### src/rtl/pc_fetch_ctrl.sv
// pc_fetch_ctrl: program counter and instruction fetch sequencer; define FETCH_PERF_EN to add the fetch_count port
module pc_fetch_ctrl #(
    parameter logic [15:0] RESET_PC = 16'h0000
) (
    input  logic        clk,
    input  logic        reset,
`ifdef FETCH_PERF_EN
    output logic [15:0] fetch_count,
`endif
    input  logic        stall,
    output logic [15:0] mem_addr,
    output logic        mem_rd,
    input  logic        mem_ack,
    input  logic [15:0] mem_rdata,
    output logic [15:0] instr,
    output logic [15:0] instr_pc,
    output logic        instr_valid,
    input  logic        instr_ready,
    input  logic        br_take,
    input  logic        br_decr,
    input  logic [15:0] br_diff,
    input  logic        jmp_take,
    input  logic [15:0] jmp_target,
    output logic [15:0] pc_curr,
    output logic        pc_decr,
    output logic [15:0] pc_diff,
    input  logic [15:0] pc_next
);
    typedef enum logic [1:0] {IDLE, REQ, HOLD} state_t;
    state_t      state;
    logic [15:0] pc;
    logic        br_sel;
    assign br_sel   = br_take && !jmp_take;
    assign mem_addr = pc;
    assign pc_curr  = pc;
    assign pc_decr  = br_sel ? br_decr : 1'b0;
    assign pc_diff  = br_sel ? br_diff : 16'h0001;
    assign mem_rd   = (state == REQ) && !stall;
    // fetch sequencing: redirects override everything but reset and drop any ack in the same cycle
    always_ff @(posedge clk) begin
        if (reset) begin
            pc          <= RESET_PC;
            state       <= IDLE;
            instr       <= '0;
            instr_pc    <= '0;
            instr_valid <= 1'b0;
        end else if (jmp_take || br_take) begin
            pc          <= jmp_take ? jmp_target : pc_next;
            instr_valid <= 1'b0;
            state       <= REQ;
        end else begin
            case (state)
                IDLE: if (!stall) state <= REQ;
                REQ: if (mem_ack && !stall) begin
                    instr       <= mem_rdata;
                    instr_pc    <= pc;
                    instr_valid <= 1'b1;
                    pc          <= pc_next;
                    state       <= HOLD;
                end
                HOLD: if (instr_ready && !stall) begin
                    instr_valid <= 1'b0;
                    state       <= REQ;
                end
                default: state <= IDLE;
            endcase
        end
    end
`ifdef FETCH_PERF_EN
    // saturating count of handshake cycles; survives redirects
    always_ff @(posedge clk) begin
        if (reset) fetch_count <= '0;
        else if (instr_valid && instr_ready && fetch_count != 16'hFFFF) fetch_count <= fetch_count + 16'h0001;
    end
`endif
endmodule

### config.mk
export PLATFORM = sky130hd
export DESIGN_NAME = pc_fetch_ctrl
export DESIGN_NICKNAME = d
export VERILOG_FILES = /design/src/rtl/pc_fetch_ctrl.sv
export SDC_FILE = /design/constraint.sdc
export NUM_CORES = 1
export LEC_CHECK = 0
export ABC_AREA = 1
export ABC_CLOCK_PERIOD_IN_PS = 1450
export BUFFER_PORTS_ARGS = -buffer_cell sky130_fd_sc_hd__buf_2
export CAP_MARGIN = 20
export CORE_UTILIZATION = 39
export CTS_CLUSTER_SIZE = 24
export DETAILED_ROUTE_END_ITERATION = 8
export GPL_ROUTABILITY_DRIVEN = 0
export PLACE_DENSITY_LB_ADDON = 0.15
export SKIP_CTS_REPAIR_TIMING = 1
export SLEW_MARGIN = 20
export SYNTH_ARGS = -nofsm -noshare
export SYNTH_HDL_FRONTEND = slang
export SYNTH_SLANG_ARGS = --single-unit
### constraint.sdc
create_clock -name clk -period 1.45 [get_ports clk]
set_input_delay 0.145 -clock clk [delete_from_list [all_inputs] [get_ports clk]]
set_output_delay 0.145 -clock clk [all_outputs]
set_load 0.01 [all_outputs]
# Word level (Yosys, flattened, before mapping)

Index checks and enable logic that the tools add are counted.
W data, S select, Z words.

Register bits after elaboration: 51
Bits of input ports: 72
Output and inout port bits: 83

Equal/unequal tests: 8
Mux-type cells: 14
Bitwise logic cells: 1
Reductions and logical operators: 17

Operators with widths:

| operator             | count |
|---|---|
| $mux W16             | 5 |
| $reduce_and A3 Y1    | 4 |
| $mux W2              | 3 |
| $ne A3 B3 Y1 const B | 2 |
| $pmux W2 S3          | 1 |
| $reduce_bool A2 Y1   | 3 |
| $logic_and A1 B1 Y1  | 4 |
| $mux W1              | 4 |
| $ne A2 B2 Y1 const B | 2 |
| $ne A3 B1 Y1 const B | 1 |
| $eq A2 B1 Y1 const B | 1 |
| $eq A2 B2 Y1 const B | 1 |
| $logic_not A1 Y1     | 2 |
| $logic_not A2 Y1     | 1 |
| $ne A2 B1 Y1 const B | 1 |
| $pmux W1 S2          | 1 |
| $reduce_and A2 Y1    | 1 |
| $reduce_or A2 Y1     | 1 |
| $logic_or A1 B1 Y1   | 1 |
| $not A1 Y1           | 1 |

# Longest topological paths before layout

Gate-level depths: netlist (run 1).

Word-level depth: 5
Mapped depth: 9
Gate-level depth less buffers: 8

# Least setup slack after synthesis (run 1)

Ideal clock, no wire load.

Kind: reg2reg
From: register state[1]
To: register instr[0]
Setup time: 0.132 ns
Data arrival time: 1.342 ns
Setup slack: -0.025 ns
Cell stages (with the launch flop): 9
Path buffers: 1
Period minus slack after synthesis: 1.475 ns
Cells stage by stage: dfxtp_1 -> inv_1 -> ha_1 -> inv_1 -> nor3_4 -> inv_2 -> buf_6 -> nand2_1 -> a21oi_1

Longest elaborated chain between the ends: 2

RTL lines:

| what                        | line | source |
|---|---|---|
| start: declaration          | 30   | `state_t state;` |
| start signal: assignment    | 43   | `state <= IDLE;` |
| start signal: assignment    | 50   | `state <= REQ;` |
| start signal: assignment    | 53   | `IDLE: if (!stall) state <= REQ;` |
| $eq A2 B1 Y1                | 52   | `case (state)` |
| $reduce_and A3 Y1 (no line) | -    |  |
| end signal: assignment      | 55   | `instr <= mem_rdata;` |
| end: declaration            | 15   | `output logic [15:0] instr,` |

Every way passes these cells.
A chain may end at the register's enable or synchronous reset.

# Worst setup path after layout (run 1)

From: register state[1]
To: register instr[4]

Same word-level chain as after synthesis.

==> results.txt, run 1 <==
status: complete, no violations
hpwl dp: 4610 microns
Iter 0 DRT Violations: 78
wire per inst: 11.5 microns
hold depth: 3
relative slew slack: 78.1%
synthesized area: 2460 sq um
Required @ worst endpoint: 1700 ps
I/O pins: 155
ANT cells: 0
crit-path cells: inv_2 -> ha_4 -> inv_4 -> nor3_4 -> buf_6 -> clkbuf_16 -> nand2_1 -> a21oi_1
first-pass GRT wire length: 9420 microns
pin count of the biggest net entering global routing: 33
via count: 2581
Clock Latency Late Sink: 310 ps
core area: 5990 sq um
YS warnings: 0
Post-Syn Nets: 434
slowest CP cell: dfxtp_2
H-tree levels: 2
overall die height: 81.5 microns
Tmin final: 1400 ps
Leakage: 0.00187 uW
power density over cell area: 881 nW/um^2
Detail Route Antenna Nets: 0
Fill cells: 587
TritonCTS clock tree: yes
Worst R2R Start: state[1]
share of Yosys cell area claimed by the top area cell type: 41.4%
crit-path max cell delay: 340 ps
post-synth cell types: 19
reg2reg path depth: 8
async set or reset register ratio after synthesis: 0%
Worst Tran Pin Value: 329 ps
Initial Utilization: 41.1%
Yosys reg bits: 51
DRC violation count after routing: 0
final net count: 576
PortBufs: 154
WHS: 72.4 ps
Max Fclk: 712 MHz
Post-Route WL: 6640 microns
Worst setup SP type: flip-flop
area grow syn2layout: 41.7%
Main synth FF type: dfxtp_1
CP Launch Point: state[1]
hold endpoint: instr[2]
Max Cap Viol: 0
Final Hold Fails: 0
Root Buffer: clkbuf_8
maximum fanout along the worst path: 8
Seq/Total Area, Yosys: 41.4%
layout cell share with drive strength beyond 1: 40.8%
final std cells w/o fill: 575
Remaining Overflow, GRT: 0
vias in the first global route: 2124
Min-Delay Path Class: in2reg
Worst Path Arrival: 1650 ps
RSZ-0062 raised after global routing: true
Tot GR Track Use: 18.5%
largest cells by area after synthesis: dfxtp_1, nand2_1, a21oi_1
R2R Setup Slk: 50 ps
Setup Skew: 6.87 ps
Peak VDD IR: 0.472 mV
# setup viols final: 0
Slew Viols, Final: 0
CP Capture Type: flip-flop
Synth Area per Inst: 6.90 sq um
Rows: 28
Vias/cell: 4.49
clock sinks: 51
Clock transition at path regs: 100 ps
Post-synth EDFFs: 0
reg2reg end: instr[4]
most frequent cell after synthesis: nand2_1
Pre-Repair DR Iteration Count: 6
placed cells: 561
Die W: 81.5 microns
largest area contributor in the netlist: dfxtp_1
Post-synth top cells: nand2_1, dfxtp_1, a21oi_1, inv_1, nor2_1
Longest Clk Path Bufs: 2
Final period util: 96.9%
WS Path Type: reg2reg
CTS Buf Count: 5
HP Start: mem_rdata[2]
Post-Syn Instances: 357
die area: 6640 sq um
initial antenna violation count: 0
flip-flops by register name (all words and copies together) (netlist names):
signal / flops
instr_valid: 1
state: 2
instr: 16
mem_addr: 16
instr_pc: 16
metrics by stage:
step	worst slack (ps)	util [%]	setup TNS [ps]	cell area, sq um	power, uW
final	45.4	58.3	0	3490	3080
after global routing	-20.5	58.3	-233	3490	3220
after CTS	25.0	55.5	0	3330	3070
after detailed placement	54.4	53.5	0	3200	2020
after global placement	109	53.5	0	3200	2010
after floorplan	42.6	-	0	2460	1810
area by class of cell:
class	count	area, sq um	area share [%]
clock inverter	2	38.8	1.11
tap	75	93.8	2.69
timing repair buffer	170	1000	28.6
clock buffer	6	82.6	2.37
multi-input combinational	229	1090	31.1
sequential	51	1020	29.3
inverter	42	165	4.73
how the worst max path moves through the flow:
stage                  end  slack (ps)
2_1_floorplan     instr[0]          40
6_report          instr[4]          50
4_1_cts             mem_rd          20
3_3_place_gp   mem_addr[8]         110
5_1_grt        instr_pc[6]         -20
3_5_place_dp     instr[15]          50
routing by layer:
metal  share of wire, %  wire, microns  vias to the layer above  track usage, %
met1                 44           2890                     1137            21.3
met2                 50           3340                       73            33.5
met5                  0              0                        -               0
met4                1.2             78                        0            7.14
li1                   -              -                     1364               -
met3                4.9            323                        7            3.56
placed cells by master, fill, tap and decap left out:
cell type	instances
bufinv_16	1
buf_4	6
nor2_8	1
dfxtp_2	2
inv_4	1
clkbuf_8	6
nand3_1	6
nand2_1	118
nand4_1	1
nand2_2	6
a21oi_2	7
and2_1	1
buf_6	3
nor3_4	1
inv_6	1
clkbuf_16	2
o21ai_0	18
nor2_1	22
clkinv_4	1
or2_2	1
ha_1	3
buf_12	5
buf_2	154
inv_1	36
a21oi_1	42
inv_2	4
ha_4	1
dfxtp_1	49
ha_2	1
power by group:
part	total (uW)	switching, uW	internal [uW]
combinational	532	285	247
sequential	1480	39.7	1450
clock	1060	492	568
critical path: cells and delay by family, from the launching register on:
| kind | cells | cell delay (ps) |
|---|---|---|
| compound gates | 1 | 140 |
| fa+ha+maj | 1 | 150 |
| buf+inv | 4 | 410 |
| flops | 1 | 340 |
| simple gates | 2 | 300 |
cell families (layout without fill, tap and decap cells):
logic type	after synthesis	after routing	share of synthesized area, %
flops	51	51	41.4
compound gates	67	67	13.6
simple gates	157	157	25.9
fa+ha+maj	5	5	2.54
buf+inv	77	220	16.5
No activity file was read; power rests on OpenSTA's default activity.
==> run 2, diff against run 1 <==
Settings changed: CAP_MARGIN 20 to 40, PLACE_DENSITY from default to 0.88, PLACE_DENSITY_LB_ADDON 0.15 to default.
==> results.txt, run 2 (synthesis results as in run 1) <==
Fill cells: 578 (-1.5%)
overall die height: 81.5 microns (unchanged)
pin count of the biggest net entering global routing: 34 (+3.0%)
Peak VDD IR: 0.422 mV (-11%)
Required @ worst endpoint: 1690 ps (about the same)
power density over cell area: 833 nW/um^2 (-5.5%)
reg2reg path depth: 8 (unchanged)
crit-path cells: inv_4 -> ha_4 -> inv_2 -> nor3_4 -> buf_4 -> buf_4 -> nand2_1 -> a21oi_1
via count: 2591 (+0.39%)
R2R Setup Slk: 60 ps (about the same)
Worst R2R Start: state[1]
initial antenna violation count: 0 (unchanged)
# setup viols final: 0 (unchanged)
CTS Buf Count: 5 (unchanged)
Leakage: 0.00181 uW (-3.1%)
Seq. cell area: 1020 sq um (unchanged)
H-tree levels: 2 (unchanged)
CP bufs+invs: 4 (unchanged)
Initial Utilization: 41.1% (unchanged)
Worst Tran Pin Value: 357 ps (+27.7 ps)
Detail Route Antenna Nets: 0 (unchanged)
area of the multi-input gates: 1070 sq um (-1.5%)
hold endpoint: instr[12]
DRC violation count after routing: 0 (unchanged)
Tmin final: 1390 ps (-13.9 ps)
area grow syn2layout: 35.6%
vias in the first global route: 2021 (-4.8%)
reg2reg end: instr_pc[2]
HP Start: mem_rdata[12]
Remaining Overflow, GRT: 0 (unchanged)
Slew Viols, Final: 0 (unchanged)
maximum fanout along the worst path: 7 (-1)
wire per inst: 11.4 microns (-1.1%)
final net count: 572 (-0.69%)
Vias/cell: 4.54 (+1.1%)
die area: 6640 sq um (unchanged)
core area: 5990 sq um (unchanged)
Max Fclk: 719 MHz (+1.0%)
WS Path Type: reg2reg
first-pass GRT wire length: 9130 microns (-3.1%)
Rows: 28 (unchanged)
CP Capture Type: flip-flop
Min-Delay Path Class: in2reg
ANT cells: 0 (unchanged)
fin util: 55.7% (-2.5 points)
Final Hold Fails: 0 (unchanged)
Root Buffer: clkbuf_8
Die W: 81.5 microns (unchanged)
Worst Path Arrival: 1630 ps (-20 ps)
most common cell after layout, fill and taps aside: buf_2
PortBufs: 154 (unchanged)
Final period util: 95.9% (-0.96 points)
Clock Latency Late Sink: 300 ps (about the same)
cell internal pwr: 2010 uW (-11%)
placed inst area: 3160 sq um (-1.5%)
layout cell share with drive strength beyond 1: 38.7% (-2.1 points)
most frequent cells in the layout: buf_2, nand2_1, dfxtp_1
relative slew slack: 76.2% (-1.8 points)
Setup Skew: 8.77 ps (+1.90 ps)
Setup TNS: 0 ps (unchanged)
clock share of power: 28.1% (-6.4 points)
Max Cap Viol: 0 (unchanged)
sequential cell fraction of total power: 53.7% (+5.4 points)
Pre-Repair DR Iteration Count: 4 (-2)
TritonCTS clock tree: yes
Top delay family on crit path: buffers and inverters
I/O pins: 155 (unchanged)
hold depth: 3 (unchanged)
status: complete, no violations
slowest CP cell: dfxtp_2
Worst setup SP type: flip-flop
clock sinks: 51 (unchanged)
crit-path max cell delay: 350 ps (about the same)
Post-Route WL: 6520 microns (-1.8%)
final non-filler cell area: 3340 sq um (-4.3%)
Iter 0 DRT Violations: 76 (-2.6%)
Clock transition at path regs: 90 ps (about the same)
combinational share of power: 18.1% (+0.8 points)
Sw Ratio: 27.6% (+1.1 points)
reported net switching power: 768 uW (-6.0%)
crit-path most repeated cell: buf_4
Longest Clk Path Bufs: 2 (unchanged)
Tot GR Track Use: 17.7% (-0.80 points)
hpwl dp: 4810 microns (+4.4%)
[run 2: routing by layer]
layer  GRT usage, %  vias up  wire [microns]
met1           21.8     1133            2860
met2           30.9       91            3160
met5              0        -               0
li1               -     1357               -
met4           5.18        0             103
met3           3.67       10             399
[run 2: final cells by class]
type | count | area share [%]
clock buffers | 7 | 2.29
clock inverters | 1 | 0.150
inverters | 42 | 5.06
multi-input cells | 229 | 32.1
flip-flops and latches | 51 | 30.6
well taps | 75 | 2.81
repair buffers | 166 | 27.0
[run 2: worst reg2reg max path, stage by stage (launching register included)]
cell and delay (ps):
dfxtp_2 350, inv_4 70, ha_4 150, inv_2 50, nor3_4 210, buf_4 160
buf_4 150, nand2_1 60, a21oi_1 130
[run 2: stage by stage]
stage	power (uW)	worst slack [ps]	cells	hold slack, ps
final	2780	59.4	571	84.8
after global routing	2920	-21.5	571	86.3
after global placement	2000	-18.7	558	402
after detailed placement	2010	-141	558	407
after floorplan	1810	42.6	357	292
after CTS	2780	-155	566	78.5
[run 2: how the worst max path moves through the flow]
| stage | start | to | slack (ps) | cells past startpoint |
|---|---|---|---|---|
| CTS | state[1] | instr[0] | -160 | 7 |
| finish | state[1] | instr_pc[2] | 60 | 8 |
| global route | state[1] | instr_pc[0] | -20 | 8 |
| detailed placement | state[1] | instr[10] | -140 | 7 |
| global placement | state[1] | instr[0] | -20 | 7 |
| floorplan | state[1] | instr[0] | 40 | 8 |
[run 2: power by group through the flow]
| stage | Sequential [uW] | Combinational (uW) | Clock (uW) |
|---|---|---|---|
| 2_1_floorplan | 1530 | 282 | 0 |
| 3_3_place_gp | 1520 | 476 | 0 |
| 3_5_place_dp | 1520 | 488 | 0 |
| 4_1_cts | 1490 | 491 | 800 |
| 5_1_grt | 1500 | 565 | 857 |
| 6_report | 1490 | 504 | 782 |
